### config.mk
export PLATFORM = sky130hd
export DESIGN_NAME = router_out_reader
export DESIGN_NICKNAME = d
export VERILOG_FILES = /design/src/rtl/router_out_reader.sv
export SDC_FILE = /design/constraint.sdc
export NUM_CORES = 1
export LEC_CHECK = 0
export CORE_ASPECT_RATIO = 1.1
export CORE_MARGIN = 2
export CORE_UTILIZATION = 40
export CTS_CLUSTER_DIAMETER = 50
export CTS_CLUSTER_SIZE = 25
export DETAILED_ROUTE_END_ITERATION = 12
export GPL_TIMING_DRIVEN = 0
export SYNTH_ARGS = -nofsm -noshare
export SYNTH_HDL_FRONTEND = slang
export SYNTH_SLANG_ARGS = --single-unit
### constraint.sdc
create_clock -name clk -period 2.8 [get_ports clk]
set_input_delay 0.56 -clock clk [delete_from_list [all_inputs] [get_ports clk]]
set_output_delay 0.56 -clock clk [all_outputs]
set_load 0.03 [all_outputs]
### src/rtl/router_out_reader.sv
// ============================================================================
// Module   : router_out_reader
// Purpose  : Drains one packet at a time from a router output FIFO, checking
//            parity and address and streaming the payload to a consumer.
// Revision : 1.0
// ============================================================================
`default_nettype none

module router_out_reader #(
  parameter int         READ_DELAY = 5,
  parameter logic [1:0] PORT_ADDR  = 2'b00
) (
  input  logic       clk,
  input  logic       resetn,
  input  logic       vld_out,
  input  logic [7:0] data_out,
  input  logic       rd_allow,
  output logic       read_enb,
  output logic       byte_valid,
  output logic [7:0] byte_data,
  output logic       pkt_done,
  output logic       parity_err,
  output logic       addr_err,
  output logic       pkt_abort,
  output logic [5:0] pkt_len,
  output logic [7:0] pkt_count
);

  localparam logic [2:0] S_IDLE    = 3'd0;
  localparam logic [2:0] S_WAIT    = 3'd1;
  localparam logic [2:0] S_HDR_RD  = 3'd2;
  localparam logic [2:0] S_HDR_CAP = 3'd3;
  localparam logic [2:0] S_BODY    = 3'd4;
  localparam logic [2:0] S_DONE    = 3'd5;

  localparam logic [4:0] C_DLY = 5'(READ_DELAY);

  logic [2:0] state_q, state_d;
  logic [4:0] dly_cnt_q, dly_cnt_d;
  logic [6:0] issue_cnt_q, issue_cnt_d;
  logic [6:0] cap_cnt_q, cap_cnt_d;
  logic [7:0] acc_q, acc_d;
  logic [5:0] len_q, len_d;
  logic       perr_q, perr_d;
  logic       aerr_q, aerr_d;
  logic       read_enb_q, read_enb_d;
  logic       pend_q, pend_d;
  logic       abort_q, abort_d;
  logic [7:0] count_q, count_d;
  logic       byte_valid_w;

  always_comb begin
    state_d      = state_q;
    dly_cnt_d    = dly_cnt_q;
    issue_cnt_d  = issue_cnt_q;
    cap_cnt_d    = cap_cnt_q;
    acc_d        = acc_q;
    len_d        = len_q;
    perr_d       = perr_q;
    aerr_d       = aerr_q;
    count_d      = count_q;
    read_enb_d   = 1'b0;
    pend_d       = 1'b0;
    abort_d      = 1'b0;
    byte_valid_w = 1'b0;

    case (state_q)
      S_IDLE: begin
        if (vld_out) begin
          state_d   = S_WAIT;
          dly_cnt_d = 5'd0;
        end
      end

      S_WAIT: begin
        if (!vld_out) begin
          state_d = S_IDLE;
        end else begin
          // Saturate so a stalled rd_allow still finds the match later.
          if (dly_cnt_q != C_DLY) dly_cnt_d = dly_cnt_q + 5'd1;
          if (dly_cnt_q == C_DLY && rd_allow) begin
            state_d    = S_HDR_RD;
            read_enb_d = 1'b1;
          end
        end
      end

      S_HDR_RD: state_d = S_HDR_CAP;

      S_HDR_CAP: begin
        len_d     = data_out[7:2];
        acc_d     = data_out;
        aerr_d    = (data_out[1:0] != PORT_ADDR);
        cap_cnt_d = 7'd0;
        state_d   = S_BODY;
        // read_enb is registered, so the first body read is decided here.
        if (rd_allow && vld_out) begin
          read_enb_d  = 1'b1;
          issue_cnt_d = {1'b0, data_out[7:2]};
        end else begin
          issue_cnt_d = {1'b0, data_out[7:2]} + 7'd1;
        end
      end

      S_BODY: begin
        if (issue_cnt_q != 7'd0 && rd_allow && !vld_out) begin
          state_d = S_IDLE;
          abort_d = 1'b1;
        end else begin
          pend_d = read_enb_q;
          if (pend_q) begin
            cap_cnt_d = cap_cnt_q + 7'd1;
            if (cap_cnt_q < {1'b0, len_q}) begin
              byte_valid_w = 1'b1;
              acc_d        = acc_q ^ data_out;
            end else begin
              perr_d  = (acc_q != data_out);
              state_d = S_DONE;
            end
          end
          if (state_d == S_BODY && issue_cnt_q != 7'd0 && rd_allow && vld_out) begin
            read_enb_d  = 1'b1;
            issue_cnt_d = issue_cnt_q - 7'd1;
          end
        end
      end

      S_DONE: begin
        state_d = S_IDLE;
        if (!perr_q && !aerr_q) count_d = count_q + 8'd1;
      end

      default: state_d = S_IDLE;
    endcase
  end

  always_ff @(posedge clk or negedge resetn) begin
    if (!resetn) begin
      state_q     <= S_IDLE;
      dly_cnt_q   <= 5'd0;
      issue_cnt_q <= 7'd0;
      cap_cnt_q   <= 7'd0;
      acc_q       <= 8'd0;
      len_q       <= 6'd0;
      perr_q      <= 1'b0;
      aerr_q      <= 1'b0;
      read_enb_q  <= 1'b0;
      pend_q      <= 1'b0;
      abort_q     <= 1'b0;
      count_q     <= 8'd0;
    end else begin
      state_q     <= state_d;
      dly_cnt_q   <= dly_cnt_d;
      issue_cnt_q <= issue_cnt_d;
      cap_cnt_q   <= cap_cnt_d;
      acc_q       <= acc_d;
      len_q       <= len_d;
      perr_q      <= perr_d;
      aerr_q      <= aerr_d;
      read_enb_q  <= read_enb_d;
      pend_q      <= pend_d;
      abort_q     <= abort_d;
      count_q     <= count_d;
    end
  end

  assign read_enb   = read_enb_q;
  assign byte_valid = byte_valid_w;
  assign byte_data  = byte_valid_w ? data_out : 8'd0;
  assign pkt_done   = (state_q == S_DONE);
  assign parity_err = pkt_done & perr_q;
  assign addr_err   = pkt_done & aerr_q;
  assign pkt_abort  = abort_q;
  assign pkt_len    = len_q;
  assign pkt_count  = count_q;

endmodule

`default_nettype wire

Word level (Yosys, flattened, before mapping)

Cells that the tools add are included.

Flip-flop bits (word level): 49
Logic and storage cells: 102

Add/sub/neg operators: 5
Order comparisons: 1
Equality and inequality tests: 17
Mux-type cells: 39
Bitwise gates (word level): 5
Reduce and logical (&&, ||, !) cells: 23

Operators by type and width:

| operator              | number |
|---|---|
| $mux W7               | 5 |
| $mux W8               | 4 |
| $pmux W7 S2           | 2 |
| $mux W3               | 8 |
| $pmux W8 S2           | 1 |
| $mux W5               | 3 |
| $pmux W3 S5           | 1 |
| $ne A2 B2 Y1 const B  | 7 |
| $mux W1               | 13 |
| $reduce_and A4 Y1     | 3 |
| $pmux W5 S2           | 1 |
| $eq A3 B3 Y1 const B  | 3 |
| $add A8 B1 Y8 const B | 1 |
| $logic_and A1 B1 Y1   | 8 |
| $ne A8 B8 Y1          | 1 |
| $xor A8 B8 Y8         | 1 |
| $add A6 B1 Y7 const B | 1 |
| $add A7 B1 Y7 const B | 1 |
| $lt A7 B6 Y1          | 1 |
| $reduce_bool A7 Y1    | 1 |
| $sub A7 B1 Y7 const B | 1 |
| $eq A3 B2 Y1 const B  | 2 |
| $reduce_and A3 Y1     | 2 |
| $reduce_bool A2 Y1    | 3 |
| other kinds (11)      | 16 |

Logic depth before layout (Yosys ltp)

Gate-level depths: netlist of the first run.

Word-level depth: 12
Gate-level depth with buffers: 8

Worst setup path before layout of the first run

No wires, ideal clock.

Path kind: register to output
Start: register len_q[5], in the netlist pkt_len[5]
End: output port byte_data[0]
Arrival time: 2342 ps
Setup slack: -102 ps
Cell stages (with the launch flop): 9
Buffers on the path: 1
Cell sequence: dfrtp_1 inv_1 ha_1 a211oi_2 nand2_1 a21o_1 nor3_2 buf_2 and2_1

Longest elaborated chain between the ends: 6

RTL lines:

| element                | RTL line | source |
|---|---|---|
| from (decl)            | 43       | `logic [5:0] len_q, len_d;` |
| from (signal assigned) | 157      | `len_q <= len_d;` |
| $lt A7 B6 Y1           | 113      | `if (cap_cnt_q < {1'b0, len_q}) begin` |
| $mux W1                | 113      |  |
| $mux W1                | 111      | `if (pend_q) begin` |
| $mux W1                | 106      | `if (issue_cnt_q != 7'd0 && rd_allow && !vld_out) begin` |
| $mux W1                | 67       | `case (state_q)` |
| net byte_valid         | 19       | `output logic byte_valid,` |
| $mux W8                | 169      | `assign byte_data = byte_valid_w ? data_out : 8'd0;` |
| to (decl)              | 20       | `output logic [7:0] byte_data,` |

The timed path passes the listed nets, and every way through them passes these cells.

Worst setup path after layout of the first run

Start: register len_q[5], in the netlist pkt_len[5]
End: output port byte_data[6]

Longest elaborated chain between the ends: 6

RTL lines:

| element      | RTL line |
|---|---|
| $lt A7 B6 Y1 | 113 |
| $mux W1      | 113 |
| $mux W1      | 111 |
| $mux W1      | 106 |
| $mux W1      | 67 |
| $mux W8      | 169 |

No other way between the ends.

==> results of run 1 <==
[per-layer routing]
layer,routed length (µm),vias to the layer above
met2,3470,64
met5,0,-
met1,3250,1225
li1,-,1254
met3,324,8
met4,91,0
[power by group]
group	internal, mW	total [mW]	switching [mW]
Sequential	0.753	0.797	0.0442
Clock	0.173	0.417	0.244
Combinational	0.140	0.322	0.182
[flip-flops by register name, summed over array words and instances (netlist names)]
name / count
aerr_q: 1
pkt_len: 6
issue_cnt_q: 7
read_enb: 1
pend_q: 1
state_q: 3
acc_q: 8
pkt_count: 8
perr_q: 1
dly_cnt_q: 5
cap_cnt_q: 7
pkt_abort: 1
[worst max path at each step]
stage                                   startpoint      endpoint  slack (ps)  cells past startpoint
final                       pkt_len[5]$_DFFE_PN0P_  byte_data[6]        -0.3                      9
after global routing        pkt_len[5]$_DFFE_PN0P_  byte_data[1]        -100                      9
after CTS                 cap_cnt_q[5]$_DFFE_PN0P_  byte_data[6]         0.4                      8
after detailed placement                   vld_out  byte_data[1]        -770                      7
after global placement                     vld_out  byte_data[2]        -770                      7
after floorplan             pkt_len[5]$_DFFE_PN0P_  byte_data[0]          30                      8
[stage by stage]
stage	power (mW)	hold slack, ps	area [µm²]	TNS [ps]
after global routing	1.62	264	3700	-771
after global placement	1.09	457	3450	-25460
final	1.54	221	3700	-0.259
after CTS	1.53	245	3560	0
after floorplan	0.990	264	2990	0
after detailed placement	1.10	465	3470	-6730
[area by class of cell]
| cell class | instances | area [µm²] | share of cell area (%) |
|---|---|---|---|
| clock inverter | 2 | 16.3 | 0.440 |
| inverter | 9 | 33.8 | 0.914 |
| multi-input combinational | 250 | 1710 | 46.3 |
| timing repair buffer | 44 | 437 | 11.8 |
| buffer | 17 | 92.6 | 2.50 |
| clock buffer | 5 | 68.8 | 1.86 |
| sequential | 49 | 1230 | 33.2 |
| tap | 87 | 109 | 2.94 |
[cells in the final DEF (no fill, tap or decap), types with 8 or more instances in the layout]
master,instances
a21oi_1,14
buf_4,9
buf_6,12
clkbuf_1,11
clkdlybuf4s50_1,25
dfrtp_1,48
ha_1,10
inv_1,8
nand2_1,35
nand2b_1,12
nand3_1,10
nand3b_1,8
nand4_1,8
nor2_1,21
o21ai_0,20
xnor2_1,10
xor2_1,14
[critical path, cell delays in order, from the launching register on]
cell and delay, ps:
dfrtp_1 390, inv_2 90, ha_4 210, a211oi_4 250
nand2_1 80, a21o_1 200, nor3_4 300, buf_6 150
and2_2 140, buf_6 130
[repair_timing]
| action | in CTS | in global routing |
|---|---|---|
| endpoints found under the setup margin | 9 | 9 |
| buffers inserted | 2 | 5 |
| gates resized for setup | 59 | 22 |
| pin swaps | 2 | 4 |
| cloned | 0 | 1 |
[cells by family after synthesis]
family | count (synthesis) | share of synthesized area (%)
simple gates | 138 | 25.4
compound gates | 72 | 15.8
flops | 49 | 41.1
buf+inv | 26 | 4.03
xor+xnor | 24 | 7.05
fa+ha+maj | 12 | 5.04
mux | 4 | 1.55
==> metrics.md, run 1 <==
| Metric | Value |
|---|---|
| Clock Path Buffers | `2` |
| Top FF cell, synth | `dfrtp_1` |
| Final net count | `400` |
| Setup Viol. Count Final | `1` |
| Slew Limit Fails | `0` |
| Crit Path Max Fanout | `5` |
| Initial Util | `between 40% and 50%` |
| GRT Total Usage | `a little under a fifth` |
| Data required, critical path | `approximately 2200 ps` |
| Post-Layout Cell Count | `between 400 and 500` |
| Vias in the first global route | `2,434` |
| Clock skew | `slightly below 10 ps` |
| CTS Buf Count | `5` |
| Asr flop ratio synth | `100%` |
| Die Height | `roughly 95 µm` |
| Yosys top cell by area | `dfrtp_1` |
| I/O Pins | `40` |
| Proportion of layout cells with a drive suffix above 1 | `between 10% and 20%` |
| H-tree levels | `2` |
| Die area | `between 8000 and 9000 µm²` |
| Grt ovf | `0` |
| Hold_buf cts | `0` |
| Post-synth net total | `349` |
| Pre-CTS WS | `-768 ps` |
| Final WS setup | `-0.259 ps` |
| PD cells | `~420 nW/µm²` |
| Fin. Hold Viols | `0` |
| VDD IR max | `roughly 0.00020 V` |
| Crit share post-route | `100%` |
| Leakage power | `between 1.5 and 2 nW` |
| Filler cells | `between 600 and 700` |
| Met2 Track Usage GR | `29.9%` |
| Hold Crit Class | `input port to asynchronous set/reset pin` |
| Slew margin rel. | `a little over two fifths` |
| Area share of the largest cell type after synthesis | `about two fifths` |
| Commonest cells in the netlist | `dfrtp_1, nand2_1, nor2_1, o21ai_0, a21oi_1` |
| Reg-to-reg endpoint | `issue_cnt_q[3]$_DFFE_PN0P_` |
| GR peak layer | `met2` |
| Vias per inst | `about 5.5` |
| Met3 Track Usage GR | `between 2 and 3%` |
| Die Span X | `roughly 86 µm` |
| Clk slew on worst S/H paths | `90 ps` |
| Reg2Reg Setup Slack | `approximately 380 ps` |
| Crit path DAT | `2240 ps` |
| Detailed router's first-iteration violation count | `between 150 and 200` |
| Wire length per cell | `~15 µm` |
| RSZ-0062 raised after global routing | `true` |
| Root buffer cell | `clkbuf_8` |
| Synth Warn # | `0` |
| Top-count cell post-synth | `dfrtp_1` |
| Worst r2r path cells | `8` |
| Number of enable flip-flop cells after synthesis | `0` |
| Register area share after synthesis | `41.1%` |
| TritonRoute pass-1 iters | `4` |
| Largest cells by area after synthesis | `dfrtp_1, ha_1, nand2_1` |
| Port Buf Inserts | `35` |
| Diode count | `0` |
| Worst-Skew Late Latency | `310 ps` |
| Syn_area_per_cell | `between 9 and 10 µm²` |
| Sink Count | `approximately 50` |
| Largest net degree at the start of global routing | `28` |
| Post-Syn Area | `slightly below 3000 µm²` |
| CP Launch Type | `flip-flop` |
| Failing checks | `negative setup slack` |
| Post-route core utilization | `50.3%` |
| Post-DP HPWL | `5260 µm` |
| Post-layout min period | `2800 ps` |
| Total number of vias | `approximately 2,600` |
| Critical setup path kind | `flip-flop to output port` |
| Core area | `around 7300 µm²` |
| Post-route DRC violation count | `0` |
| Post-Syn Instances | `approximately 330` |
| Synth cell types | `54` |
| Met1 Usage GRT | `roughly a quarter` |
| Worst Tran Pin Value | `841 ps` |
| Endpoint class of the critical path | `output port` |
| WL final | `between 7000 and 8000 µm` |
| Worst flop-to-flop path startpoint | `pkt_len[5]$_DFFE_PN0P_` |
| Synth Register Bits | `49` |
| GPL Wtd Cong | `a little over 0.8` |
| Max-cap check violation count | `0` |
| Wire length of the first global-routing pass | `11,800 µm` |
| ANT nets after route | `0` |
| Initial antenna violation count | `0` |
| Status | `complete, but fails checks` |
| Placed insts | `448` |
| Cell Rows | `33` |
| P&R area growth vs syn | `24.0%` |
| FMAX | `357 MHz` |
| CTS tree | `done` |
Note: power is estimated with default switching activity, not from simulation.
==> run 2: changes to the inputs <==
- clock period: 2.8 -> 2.9 ns (I/O delays scaled with it)
==> metrics.md, run 2 (same netlist as run 1, synthesis figures left out) <==
| Metric | Value |
|---|---|
| Status | `completed (was complete, but fails checks)` |
| Grt ovf | `0 (unchanged)` |
| Clock skew | `10.4 ps (was 9.76 ps)` |
| Clock Path Buffers | `2 (unchanged)` |
| Die Span X | `86.3 µm (unchanged)` |
| RSZ-0062 raised after global routing | `true (unchanged)` |
| Post-layout min period | `slightly below 3000 ps` |
| I/O Pins | `40 (unchanged)` |
| Wire length of the first global-routing pass | `12,200 µm (was 11,800 µm)` |
| Critical setup path kind | `flip-flop to output port (unchanged)` |
| Port Buf Inserts | `35 (unchanged)` |
| CP Launch Type | `flip-flop (unchanged)` |
| Diode count | `0 (unchanged)` |
| Max-cap check violation count | `0 (unchanged)` |
| Worst-path cell chain | `ha_1 > a21oi_2 > o21ai_2 > a21o_1 > nor3_4 > buf_6 > and2_2 > buf_6 (was inv_2 > ha_4 > a211oi_4 > nand2_1 > a21o_1 > nor3_4 > buf_6 > and2_2 > buf_6)` |
| CTS tree | `done (unchanged)` |
| ANT nets after route | `0 (unchanged)` |
| Worst hold margin | `275 ps (was 221 ps)` |
| Commonest non-fill, non-tap cell in the layout | `dfrtp_1 (unchanged)` |
| Post-Layout Cell Count | `464 (was 463)` |
| Proportion of layout cells with a drive suffix above 1 | `15.9% (was 16.0%)` |
| Clk slew on worst S/H paths | `100 ps (was 90 ps)` |
| Data required, critical path | `2320 ps (was 2240 ps)` |
| VDD IR max | `0.000221 V (was 0.000199 V)` |
| Largest net degree at the start of global routing | `27 (was 28)` |
| Slew Limit Fails | `0 (unchanged)` |
| H-tree levels | `2 (unchanged)` |
| Fin. Hold Viols | `0 (unchanged)` |
| Worst-Skew Late Latency | `310 ps (about the same)` |
| PD cells | `428 nW/µm² (was 415 nW/µm²)` |
| Die Height | `94.6 µm (unchanged)` |
| CTS Buf Count | `5 (unchanged)` |
| GPL Wtd Cong | `0.894 (was 0.829)` |
| Initial Util | `40.6% (unchanged)` |
| Placed insts | `448 (unchanged)` |
| Slowest stage delay, CP | `440 ps (was 390 ps)` |
| Cell Rows | `33 (unchanged)` |
| Most frequent cells in the layout | `dfrtp_1, nand2_1, clkdlybuf4s50_1, nor2_1, o21ai_0 (unchanged)` |
| Crit share post-route | `99.3%` |
| Total number of vias | `2,604 (was 2,551)` |
| Slew margin rel. | `48.9% (was 43.7%)` |
| GRT Total Usage | `19.1% (was 18.3%)` |
| Pwr Total | `1.59 mW (was 1.54 mW)` |
| Post-DP HPWL | `5290 µm (was 5260 µm)` |
| Worst Tran Pin Value | `763 ps (was 841 ps)` |
| Most frequent CP cell | `buf_6 (unchanged)` |
| P&R area growth vs syn | `24.5% (was 24.0%)` |
| Vias in the first global route | `2,501 (was 2,434)` |
| Die area | `8160 µm² (unchanged)` |
| Wire length per cell | `15.9 µm (was 15.4 µm)` |
| Initial antenna violation count | `0 (unchanged)` |
| Worst path slowest cell | `dfrtp_2 (was dfrtp_1)` |
| Detailed router's first-iteration violation count | `175 (was 173)` |
| Hold Crit Class | `input port to asynchronous set/reset pin (unchanged)` |
| Core area | `7350 µm² (unchanged)` |
| Fin Setup TNS | `0 ps (was -0.259 ps)` |
| Crit path DAT | `2300 ps (was 2240 ps)` |
| Post-route DRC violation count | `0 (unchanged)` |
| Pre-CTS WS | `-755 ps (was -768 ps)` |
| Vias per inst | `5.61 (was 5.51)` |
| Final net count | `400 (unchanged)` |
| Setup Viol. Count Final | `0 (was 1)` |
| Endpoint class of the critical path | `output port (unchanged)` |
| TritonRoute pass-1 iters | `4 (unchanged)` |
| WL final | `7390 µm (was 7140 µm)` |
| Final WS setup | `19.4 ps (was -0.259 ps)` |
| Crit Path Max Fanout | `5 (unchanged)` |
| Sink Count | `49 (unchanged)` |
| Filler cells | `722 (was 698)` |
| FMAX | `around 350 MHz` |
| Root buffer cell | `clkbuf_8 (unchanged)` |
| Leakage power | `1.58 nW (was 1.57 nW)` |
[run 2: changes by cell type in the layout (fill, tap and decap cells not counted), sizes merged]
| cell | before | now |
|---|---|---|
| bufinv | 0 | 1 |
[run 2: repair_timing]
item                                    4_1_cts  5_1_grt
gates cloned                                  0        1
resized for setup                            49       39
endpoints found under the setup margin        9        9
setup buffers                                 2        5
pin swaps                                     2        3
hold buffers                                  0        0
[run 2: area by class of cell]
| type | instances | area [µm²] | area share, % |
|---|---|---|---|
| tap | 87 | 109 | 2.93 |
| buffer | 17 | 92.6 | 2.49 |
| timing repair buffer | 44 | 434 | 11.7 |
| clock buffer | 5 | 68.8 | 1.85 |
| multi-input combinational | 250 | 1700 | 45.8 |
| inverter | 9 | 33.8 | 0.910 |
| clock inverter | 3 | 46.3 | 1.25 |
| sequential | 49 | 1230 | 33.1 |
[run 2: through the flow]
stage	util (%)	instance area [µm²]
2_1_floorplan	-	2990
3_3_place_gp	47.0	3450
3_5_place_dp	47.2	3470
4_1_cts	48.7	3580
5_1_grt	50.5	3710
6_report	50.5	3710
[run 2: routing by layer]
layer  up-vias  routed length (µm)  global-route usage, %
li1       1254                   -                      -
met1      1268                3360                   25.6
met2        71                3530                   31.1
met3        11                 346                   2.62
met4         0                 154                   7.81
met5         -                   0                      0
[run 2: power breakdown]
part,switching [mW],total (mW),internal (mW)
Clock,0.253,0.512,0.259
Sequential,0.0427,0.770,0.727
Combinational,0.176,0.309,0.133
[run 2: final timing paths]
check / from / endpoint / slack, ps / cells after the start
max: cap_cnt_q[2]$_DFFE_PN0P_ / byte_data[2] / 20 / 8
min reg2reg: pkt_count[7]$_DFFE_PN0P_ / pkt_count[7]$_DFFE_PN0P_ / 470 / 1
max in group asynchronous: resetn / read_enb$_DFF_PN0_ / 2060 / 2
min: resetn / pkt_count[4]$_DFFE_PN0P_ / 280 / 1
min in group clk: pkt_count[7]$_DFFE_PN0P_ / pkt_count[7]$_DFFE_PN0P_ / 470 / 1
max reg2reg: cap_cnt_q[5]$_DFFE_PN0P_ / issue_cnt_q[3]$_DFFE_PN0P_ / 530 / 7
[run 2: worst max-delay path, delay by kind of cell (launching register included)]
family	cells	cell delay, ps
and+or+nand+nor	2	450
buffers and inverters	2	290
AOI/OAI and AO/OA	3	490
adders and majority gates	1	310
DFF	1	440
==> run 3: changes to the inputs <==
- CORE_UTILIZATION: 40 -> 38
- CTS_BUF_LIST: default -> sky130_fd_sc_hd__clkbuf_8
==> metrics.md, run 3 (same netlist as run 1, synthesis figures left out) <==
| Metric | Value |
|---|---|
| Pre-CTS WS | `-764 ps (was -755 ps)` |
| Max-cap check violation count | `0 (unchanged)` |
| RSZ-0062 raised after global routing | `true (unchanged)` |
| Port Buf Inserts | `35 (unchanged)` |
| Die area | `8570 µm² (was 8160 µm²)` |
| Initial Util | `39.7% (was 40.6%)` |
| Die Height | `96.9 µm (was 94.6 µm)` |
| Cell Rows | `33 (unchanged)` |
| FMAX | `344 MHz (was 347 MHz)` |
| PD cells | `429 nW/µm² (was 428 nW/µm²)` |
| Hold_buf cts | `0 (unchanged)` |
| Worst-Skew Late Latency | `310 ps (about the same)` |
| TritonRoute pass-1 iters | `4 (unchanged)` |
| Post-route core utilization | `49.6% (was 50.5%)` |
| Pint | `1.14 mW (was 1.12 mW)` |
| Proportion of layout cells with a drive suffix above 1 | `15.4% (was 15.9%)` |
| Reg2Reg Setup Slack | `450 ps (was 530 ps)` |
| Diode count | `0 (unchanged)` |
| Crit Path Max Fanout | `5 (unchanged)` |
| GRT Total Usage | `17.8% (was 19.1%)` |
| Final net count | `400 (unchanged)` |
| ANT nets after route | `0 (unchanged)` |
| CTS tree | `done (unchanged)` |
| Worst Tran Pin Value | `807 ps (was 763 ps)` |
| Wire length per cell | `15.3 µm (was 15.9 µm)` |
| Reg-to-reg endpoint | `issue_cnt_q[5]$_DFFE_PN0P_ (was issue_cnt_q[3]$_DFFE_PN0P_)` |
| Critical Path Sink | `byte_data[0] (was byte_data[2])` |
| Crit path DAT | `2330 ps (was 2300 ps)` |
| Vias in the first global route | `2,463 (was 2,501)` |
| Critical setup path kind | `flip-flop to output port (unchanged)` |
| Failing checks | `negative setup slack` |
| P&R area growth vs syn | `25.0% (was 24.5%)` |
| WL final | `7400 µm (was 7390 µm)` |
| GPL Wtd Cong | `0.877 (was 0.894)` |
| Clock skew | `6.20 ps (was 10.4 ps)` |
| Vias per inst | `5.29 (was 5.61)` |
| CP Launch Type | `flip-flop (unchanged)` |
| Clk slew on worst S/H paths | `100 ps (about the same)` |
| H-tree levels | `2 (unchanged)` |
| Core area | `7510 µm² (was 7350 µm²)` |
| Total number of vias | `2,550 (was 2,604)` |
| Multi-input gate area | `1690 µm² (was 1700 µm²)` |
| FF/Latch Area | `1230 µm² (unchanged)` |
| Leakage power | `1.59 nW (was 1.58 nW)` |
| Die Span X | `88.5 µm (was 86.3 µm)` |
| NetSw | `0.461 mW (was 0.472 mW)` |
| Seq pwr share | `48.1% (was 48.4%)` |
| Status | `complete, but fails checks (was completed)` |
| Combinational power share | `19.2% (was 19.4%)` |
| I/O Pins | `40 (unchanged)` |
| Setup Viol. Count Final | `4 (was 0)` |
| Fin. Hold Viols | `0 (unchanged)` |
| VDD IR max | `0.000184 V (was 0.000221 V)` |
| Largest net degree at the start of global routing | `30 (was 27)` |
| Data required, critical path | `2320 ps (about the same)` |
| Slew Limit Fails | `0 (unchanged)` |
| Clock power share | `32.7% (was 32.2%)` |
| Worst Setup SP | `pkt_len[5]$_DFFE_PN0P_ (was cap_cnt_q[2]$_DFFE_PN0P_)` |
| Post-DP HPWL | `5280 µm (was 5290 µm)` |
| Final WS setup | `-5.58 ps (was 19.4 ps)` |
| Filler cells | `757 (was 722)` |
| Root buffer cell | `clkbuf_8 (unchanged)` |
| Post-route DRC violation count | `0 (unchanged)` |
| Worst hold margin | `220 ps (was 275 ps)` |
| Post-layout min period | `2910 ps (was 2880 ps)` |
| Worst r2r path cells | `8 (was 7)` |
| Slew margin rel. | `45.9% (was 48.9%)` |
| Hold Crit Class | `input port to asynchronous set/reset pin (unchanged)` |
| Commonest non-fill, non-tap cell in the layout | `dfrtp_1 (unchanged)` |
| Sink Count | `49 (unchanged)` |
| Worst flop-to-flop path startpoint | `pkt_len[5]$_DFFE_PN0P_ (was cap_cnt_q[5]$_DFFE_PN0P_)` |
| Grt ovf | `0 (unchanged)` |
| Wire length of the first global-routing pass | `12,100 µm (was 12,200 µm)` |
| Endpoint class of the critical path | `output port (unchanged)` |
| Clock Path Buffers | `2 (unchanged)` |
| Crit share post-route | `100% (was 99.3%)` |
| Initial antenna violation count | `0 (unchanged)` |
| Switching Fraction | `28.8% (was 29.7%)` |
| Most frequent cells in the layout | `dfrtp_1, nand2_1, clkdlybuf4s50_1, nor2_1, o21ai_0 (unchanged)` |
| CTS Buf Count | `5 (unchanged)` |
| Detailed router's first-iteration violation count | `186 (was 175)` |
==> run 3: cell types whose count changed in the layout (fill, tap and decap cells not counted) <==
cell,delta
clkbuf_8,+1
a21oi_1,+1
o21ai_2,-1
a21oi_2,-1
clkinv_4,-1
nor3b_4,-1
o21ai_1,+1
nor3b_2,+1
==> run 3: layer usage <==
metal / global-route usage (%) / share of wire, % / up-vias
met2: 27.7 / 48 / 50
met1: 25.3 / 48 / 1234
met3: 2.99 / 3.0 / 10
li1: - / - / 1256
met4: 5.48 / 1.5 / 0
met5: 0 / 0 / -
==> run 3: area by class of cell <==
type | count | area share, %
Multi-Input combinational cell | 250 | 45.3
Sequential cell | 49 | 32.9
Timing Repair Buffer | 44 | 11.7
Buffer | 17 | 2.48
Inverter | 9 | 0.907
Tap cell | 105 | 3.53
Clock inverter | 2 | 1.01
Clock buffer | 6 | 2.22
==> run 3: what timing repair did <==
| item | 4_1_cts | 5_1_grt |
|---|---|---|
| gates cloned | 0 | 1 |
| hold endpoints to repair | 0 | 0 |
| resized for setup | 49 | 36 |
| setup buffers | 2 | 5 |
| endpoints found under the setup margin | 9 | 9 |
| pin swaps | 2 | 2 |
==> run 3: critical path: stages, from the launching register on <==
cell      delay (ps)
dfrtp_1          400
inv_2             90
ha_4             220
a211oi_4         270
nand2_1           80
a21o_1           210
nor3_4           320
buf_6            160
and2_2           140
buf_6            130
==> run 3: per-stage QoR <==
step	setup TNS, ps	std cells	area [µm²]	power [mW]
2_1_floorplan	0	325	2990	0.956
3_3_place_gp	-21460	465	3470	1.05
3_5_place_dp	-6580	466	3490	1.06
4_1_cts	0	476	3600	1.60
5_1_grt	-745	482	3730	1.68
6_report	-11.7	482	3730	1.60
==> run 3: worst min-delay path by stage <==
stage                                     endpoint                startpoint  depth (start not counted)  slack (ps)
after CTS                 pkt_count[7]$_DFFE_PN0P_                    resetn                          1         240
final                     pkt_count[7]$_DFFE_PN0P_                    resetn                          1         220
after global routing      pkt_count[7]$_DFFE_PN0P_                    resetn                          1         240
after global placement    pkt_count[7]$_DFFE_PN0P_  pkt_count[7]$_DFFE_PN0P_                          1         460
after floorplan               acc_q[0]$_DFFE_PN0P_                    resetn                          0         280
after detailed placement  dly_cnt_q[4]$_DFFE_PN0P_  dly_cnt_q[4]$_DFFE_PN0P_                          1         470
==> run 3: power groups by stage <==
stage | logic (mW) | clock network, mW | registers [mW]
6_report | 0.307 | 0.524 | 0.769
5_1_grt | 0.338 | 0.570 | 0.776
4_1_cts | 0.291 | 0.538 | 0.769
3_5_place_dp | 0.282 | 0 | 0.782
3_3_place_gp | 0.275 | 0 | 0.780
2_1_floorplan | 0.157 | 0 | 0.799
